$ cat config.mk
export PLATFORM = sky130hd
export DESIGN_NAME = signal_frame_streamer_flat
export DESIGN_NICKNAME = d
export VERILOG_FILES = /design/src/rtl/fft_pkg.sv /design/src/rtl/signal_frame_streamer_if.sv /design/src/rtl/frame_bank_mux.sv /design/src/rtl/signal_frame_streamer.sv /design/src/flat_wrapper.sv
export SDC_FILE = /design/constraint.sdc
export NUM_CORES = 1
export LEC_CHECK = 0
export ABC_AREA = 1
export CAP_MARGIN = 20
export CORE_UTILIZATION = 45
export DETAILED_ROUTE_END_ITERATION = 6
export GPL_TIMING_DRIVEN = 0
export PLACE_DENSITY = 0.81
export RECOVER_POWER = 100
export SLEW_MARGIN = 20
export SYNTH_ARGS = -nofsm -noshare
export SYNTH_HDL_FRONTEND = slang
export SYNTH_HIERARCHICAL = 1
export SYNTH_SLANG_ARGS = --single-unit
$ cat constraint.sdc
create_clock -name clk -period 1.9 [get_ports clk]
set_input_delay 0.38 -clock clk [delete_from_list [all_inputs] [get_ports clk]]
set_output_delay 0.38 -clock clk [all_outputs]
set_load 0.02 [all_outputs]
$ cat src/rtl/fft_pkg.sv
// Shared definitions for the 16-point complex frame bank: frame geometry,
// streamer state encoding and the 4-bit index bit-reversal helper.
package fft_pkg;

  localparam int N_POINTS = 16;
  localparam int IDX_W    = 4;

  typedef enum logic {
    IDLE   = 1'b0,
    STREAM = 1'b1
  } state_t;

  // Reverse the four bits of a bank index (0,1,2,3 -> 0,8,4,12).
  function automatic logic [IDX_W-1:0] bitrev4(input logic [IDX_W-1:0] c);
    return {c[0], c[1], c[2], c[3]};
  endfunction

endpackage

$ cat src/rtl/signal_frame_streamer_if.sv
// Frame load / sample stream bundle for signal_frame_streamer.
// master: the environment (frame source and sample consumer).
// slave : the streamer itself.
interface signal_frame_streamer_if
  import fft_pkg::*;
#(
  parameter int WORD_SIZE = 16
);

  logic                          load;
  logic [N_POINTS*WORD_SIZE-1:0] in_re;
  logic [N_POINTS*WORD_SIZE-1:0] in_im;
  logic                          out_valid;
  logic                          out_ready;
  logic [WORD_SIZE-1:0]          out_re;
  logic [WORD_SIZE-1:0]          out_im;
  logic [IDX_W-1:0]              out_idx;
  logic                          out_last;
  logic                          busy;
  logic                          dropped;

  modport master (
    output load, in_re, in_im, out_ready,
    input  out_valid, out_re, out_im, out_idx, out_last, busy, dropped
  );

  modport slave (
    input  load, in_re, in_im, out_ready,
    output out_valid, out_re, out_im, out_idx, out_last, busy, dropped
  );

endinterface

$ cat src/rtl/frame_bank_mux.sv
// 16-entry complex register file: synchronous parallel write of a whole
// frame, combinational 4-bit indexed read.
module frame_bank_mux
  import fft_pkg::*;
#(
  parameter int WORD_SIZE = 16
) (
  input  logic                          clk,
  input  logic                          rst_n,
  input  logic                          we,
  input  logic [N_POINTS*WORD_SIZE-1:0] wr_re,
  input  logic [N_POINTS*WORD_SIZE-1:0] wr_im,
  input  logic [IDX_W-1:0]              rd_idx,
  output logic [WORD_SIZE-1:0]          rd_re,
  output logic [WORD_SIZE-1:0]          rd_im
);

  logic [WORD_SIZE-1:0] re_q [N_POINTS];
  logic [WORD_SIZE-1:0] im_q [N_POINTS];

  // Capture the whole frame in one cycle when we is high.
  // NOTE: the bank is cleared on reset so the idle outputs read back as zero
  // after reset; this keeps it in flops rather than a RAM macro.
  always_ff @(posedge clk or negedge rst_n) begin
    if (!rst_n) begin
      for (int k = 0; k < N_POINTS; k++) begin
        re_q[k] <= '0;
        im_q[k] <= '0;
      end
    end else if (we) begin
      for (int k = 0; k < N_POINTS; k++) begin
        re_q[k] <= wr_re[k*WORD_SIZE +: WORD_SIZE];
        im_q[k] <= wr_im[k*WORD_SIZE +: WORD_SIZE];
      end
    end
  end

  assign rd_re = re_q[rd_idx];
  assign rd_im = im_q[rd_idx];

endmodule

$ cat src/rtl/signal_frame_streamer.sv
// Reader side of the 16-point complex frame bank. Captures a parallel frame
// on load and streams it one sample per beat over valid/ready.
// Optional build macro: SIGNAL_STREAM_BITREV_EN selects bit-reversed read
// order (0,8,4,12,...); the default build reads in natural order.
module signal_frame_streamer
  import fft_pkg::*;
#(
  parameter int WORD_SIZE = 16
) (
  input  logic                   clk,
  input  logic                   rst_n,
  signal_frame_streamer_if.slave bus
);

  state_t               state_q, state_d;
  logic [IDX_W-1:0]     cnt_q, cnt_d;
  logic                 dropped_q, dropped_d;
  logic                 capture;
  logic                 transfer;
  logic                 at_last;
  logic [IDX_W-1:0]     rd_idx;
  logic [WORD_SIZE-1:0] rd_re, rd_im;

  assign transfer = (state_q == STREAM) && bus.out_ready;
  assign at_last  = (cnt_q == IDX_W'(N_POINTS - 1));

  // Next state, beat counter, frame capture and dropped-load detection.
  // NOTE: every output of this block gets a default first so no path leaves
  // a variable unassigned, which would infer a latch.
  always_comb begin
    state_d   = state_q;
    cnt_d     = cnt_q;
    capture   = 1'b0;
    dropped_d = 1'b0;
    case (state_q)
      IDLE: begin
        if (bus.load) begin
          capture = 1'b1;
          cnt_d   = '0;
          state_d = STREAM;
        end
      end
      STREAM: begin
        if (transfer && !at_last) begin
          cnt_d = cnt_q + IDX_W'(1);
        end else if (transfer && at_last) begin
          if (bus.load) begin
            // Back-to-back frame: recapture on the final beat, no bubble.
            capture = 1'b1;
            cnt_d   = '0;
          end else begin
            state_d = IDLE;
          end
        end
        if (bus.load && !capture) dropped_d = 1'b1;
      end
      default: state_d = IDLE;
    endcase
  end

  // State, counter and dropped-pulse registers.
  // NOTE: sequential state uses non-blocking assignments so every flop
  // samples the pre-edge values regardless of statement order.
  always_ff @(posedge clk or negedge rst_n) begin
    if (!rst_n) begin
      state_q   <= IDLE;
      cnt_q     <= '0;
      dropped_q <= 1'b0;
    end else begin
      state_q   <= state_d;
      cnt_q     <= cnt_d;
      dropped_q <= dropped_d;
    end
  end

`ifdef SIGNAL_STREAM_BITREV_EN
  assign rd_idx = bitrev4(cnt_q);
`else
  assign rd_idx = cnt_q;
`endif

  frame_bank_mux #(
    .WORD_SIZE (WORD_SIZE)
  ) u_bank (
    .clk    (clk),
    .rst_n  (rst_n),
    .we     (capture),
    .wr_re  (bus.in_re),
    .wr_im  (bus.in_im),
    .rd_idx (rd_idx),
    .rd_re  (rd_re),
    .rd_im  (rd_im)
  );

  // The counter holds at its last value in IDLE and the bank is untouched,
  // so data/index outputs keep showing the last sample until the next load.
  assign bus.out_valid = (state_q == STREAM);
  assign bus.busy      = (state_q == STREAM);
  assign bus.out_last  = (state_q == STREAM) && at_last;
  assign bus.out_re    = rd_re;
  assign bus.out_im    = rd_im;
  assign bus.out_idx   = rd_idx;
  assign bus.dropped   = dropped_q;

endmodule

$ cat src/flat_wrapper.sv
// flat-port wrapper written by rule: the top's interface ports become plain ports
module signal_frame_streamer_flat import fft_pkg::*;
#(
  parameter int WORD_SIZE = 16
)
  (clk, rst_n, bus_load, bus_in_re, bus_in_im, bus_out_ready, bus_out_valid, bus_out_re, bus_out_im, bus_out_idx, bus_out_last, bus_busy, bus_dropped);
  signal_frame_streamer_if #(.WORD_SIZE(WORD_SIZE)) bus_i ();
  input  logic clk;
  input  logic rst_n;
  input wire logic [$bits(bus_i.load)-1:0] bus_load;
  input wire logic [$bits(bus_i.in_re)-1:0] bus_in_re;
  input wire logic [$bits(bus_i.in_im)-1:0] bus_in_im;
  input wire logic [$bits(bus_i.out_ready)-1:0] bus_out_ready;
  output wire logic [$bits(bus_i.out_valid)-1:0] bus_out_valid;
  output wire logic [$bits(bus_i.out_re)-1:0] bus_out_re;
  output wire logic [$bits(bus_i.out_im)-1:0] bus_out_im;
  output wire logic [$bits(bus_i.out_idx)-1:0] bus_out_idx;
  output wire logic [$bits(bus_i.out_last)-1:0] bus_out_last;
  output wire logic [$bits(bus_i.busy)-1:0] bus_busy;
  output wire logic [$bits(bus_i.dropped)-1:0] bus_dropped;
  assign bus_i.load = bus_load;
  assign bus_i.in_re = bus_in_re;
  assign bus_i.in_im = bus_in_im;
  assign bus_i.out_ready = bus_out_ready;
  assign bus_out_valid = bus_i.out_valid;
  assign bus_out_re = bus_i.out_re;
  assign bus_out_im = bus_i.out_im;
  assign bus_out_idx = bus_i.out_idx;
  assign bus_out_last = bus_i.out_last;
  assign bus_busy = bus_i.busy;
  assign bus_dropped = bus_i.dropped;
  signal_frame_streamer #(.WORD_SIZE(WORD_SIZE)) u_core (.clk(clk), .rst_n(rst_n), .bus(bus_i));
endmodule
==> impl_metrics.yaml <==
synthesis:
  synth_common_cells: "1,071 x nand2_1, 521 x inv_1, 518 x dfrtp_1"
  synth.top_cell.area_share_pct: 51.2
  yosys.cell_types.count: 20
  syn_inst: 3308
  synth_ff_type: "dfrtp_1"
  syn_area_per_cell_sq_um: 7.66
  synth_top_area_cell: "dfrtp_1"
  syn-cell-area_sq_um: 25300
  synth_enable_flop_cells: 0
  synth.most_common_cell: "nand2_1"
  async_flop_share_pct: 100
  synth_area_leaders: "dfrtp_1 51%, nand2_1 16%, nand3_1 8.9%"
  ys_seq_elements: 518
  yosysWarningCount: 6
  yosysSeqAreaShare_pct: 51.2
  synth_nets: 3825
sta:
  slew_viol_final: 0
  slew_headroom_pct: 21.4
  fin_skew_ps: 12.6
  fmax_ghz: 0.374
  setup_viol: 785
  period_minus_slack_ps: 2670
  hold_viol_final: 0
  worst_slack_ps: -771
  grt_setup_unrepaired: "true"
  worst_pin_slew_ps: 1180
  finalCritPeriodShare_pct: 141
detailed_routing:
  dr.pass1.iters: 6
  routed_via_density: 5.59
  ant_nets: 0
  remaining_drc_errors: 0
  dr.max_layer_used: "met5"
  first_iter_violations: 3565
  met1_length_microns: 43200
  met2WireLength_microns: 52000
  wl_microns: 114000
  wl_met3_microns: 12300
  vias: 26655
  routedWlPerCell_microns: 23.9
setup_path:
  end_kind: "output pin"
  crit_arrival_ps: 2290
  worstSetupPathType: "reg -> out"
  path_max_fanout: 10
  worst_setup_path_start_kind: "register"
  cp_data_required_time_ps: 1520
global_route:
  grt_pass1_vias: 25768
  grt_pass1_wl_microns: 161000
  grt.overflow.total: 0
  grt_antenna_before_repair: 8
  grt_usage_pct: 38.6
  grt_start_max_net_pins: 102
final_layout:
  syn_to_final_growth_pct: 48.5
  drive_gt1_share_pct: 17.9
  postLayoutCoreUtil_pct: 68.0
  final_nets: 4488
floorplan:
  die_h_microns: 239
  core_sq_um: 55300
  dieArea_sq_um: 57200
  die_w_microns: 239
  row_count: 86
  start_util_pct: 45.8
  num_io_pins: 556
pwr:
  power.density_nw_per_um2: 1690
  irDropWorstVdd_mv: 0.882
  p_leak_nw: 17.6
outcome:
  status: "complete, but fails checks"
  failed_checks: "setup timing"
place:
  place_hpwl_microns: 80800
  place_ws_ps: -1390
  gp_congestion: 0.959
  io_buffer_count: 555
clock_network:
  cts_sinks: 518
  cts.clk_slew.worst_paths_ps: 60
  cts_max_path_buffers: 3
  cts-root-buf: "clkbuf_16"
  cts_tree: "built"
  clk_latency_ps: 620
  cts.htree.levels: 2
  cts_buffers: 55
hold_path:
  min_path_type: "in -> reg"
job:
  drv_cap: 0
==> metrics by stage <==
stage,area (sq um),hold WS [ps],instances,power (W),setup TNS [ps]
detailed placement,32000,295,4617,0.0431,-268700
global route,37600,318,4767,0.0661,-492340
CTS,36200,252,4748,0.0593,-306720
finish,37600,308,4768,0.0635,-356550
global placement,31800,483,4611,0.0426,-
floorplan,25300,84.4,3308,0.0324,0
==> final cells by class <==
type                            count  area, sq um
Antenna cell                        6         15.0
Buffer                            219         2400
Clock buffer                       82         1680
Clock inverter                     18          295
Fill cell                        4358        17700
Inverter                          523         2000
Multi-Input combinational cell   2047        10800
Sequential cell                   518        13000
Tap cell                          748          936
Timing Repair Buffer              607         6500
==> logic make-up after synthesis <==
logic type	after synthesis	synth area share [%]
adders and majority gates	1	0.0494
and+or+nand+nor	1526	24.9
DFF	518	51.2
AOI/OAI and AO/OA	520	10.3
buffers and inverters	743	13.6
==> layout by cell type, fill, tap and decap left out, drive strengths merged <==
master,synthesis,routed
nand2,1072,1072
inv,523,522
clkdlybuf4s50,0,521
dfrtp,518,518
o21ai,517,517
nand3,451,451
buf,155,228
clkbuf,65,158
clkinv,0,9
bufinv,0,8
diode,0,6
a21oi,3,3
clkinvlp,0,2
nor2,2,2
dlygate4sd3,0,1
nand4,1,1
ha,1,1
==> power by group <==
group | internal [W] | leakage, nW | total [W] | switching [W]
Clock | 0.00716 | 0.973 | 0.0118 | 0.00460
Sequential | 0.0165 | 6.19 | 0.0182 | 0.00162
Combinational | 0.0124 | 10.4 | 0.0335 | 0.0212
Total | 0.0360 | 17.6 | 0.0635 | 0.0274
==> worst max-delay path, stage by stage, from the launching register on <==
cell	delay, ps
dfrtp_2	430
buf_12	160
clkinv_16	90
buf_16	160
buf_12	160
nand2_1	60
nand3_1	110
nand3_2	110
nand3_4	160
nand2_4	90
buf_6	140
==> timing repair <==
action,4_1_cts,5_1_grt
setup buffers,21,10
hold endpoints to repair,43,0
resized for setup,668,285
hold buffers,1,0
cloned,9,10
pin swaps,36,86
setup endpoints to repair,552,623
==> final timing paths <==
| path | startpoint | endpoint | slack (ps) | cells after the start |
|---|---|---|---|---|
| worst max-delay path | u_core/bus.out_idx[0] | bus_out_im[7] | -770 | 10 |
| worst min-delay path | bus_in_im[98] | u_core/u_bank/im_q[146] | 310 | 3 |
| worst max register to register | u_core/bus.out_idx[0] | u_core/u_bank/im_q[88] | -700 | 16 |
| worst min register to register | u_core/u_bank/re_q[104] | u_core/u_bank/re_q[104] | 510 | 2 |
| max in group asynchronous | rst_n | u_core/u_bank/re_q[170] | -370 | 5 |
| min in group asynchronous | rst_n | u_core/u_bank/im_q[69] | 540 | 2 |
==> flip-flops by register name, indices dropped and copies added (netlist names) <==
| register | flops |
|---|---|
| u_core/bus.busy | 1 |
| u_core/bus.dropped | 1 |
| u_core/bus.out_idx | 4 |
| u_core/u_bank/im_q | 256 |
| u_core/u_bank/re_q | 256 |
==> routing by layer <==
metal / up-vias / track usage [%]
li1: 11628 / -
met3: 382 / 7.12
met4: 4 / 20.6
met1: 12666 / 51.2
met2: 1975 / 60.3
met5: - / 0
Note: power is estimated with default switching activity, not from simulation.
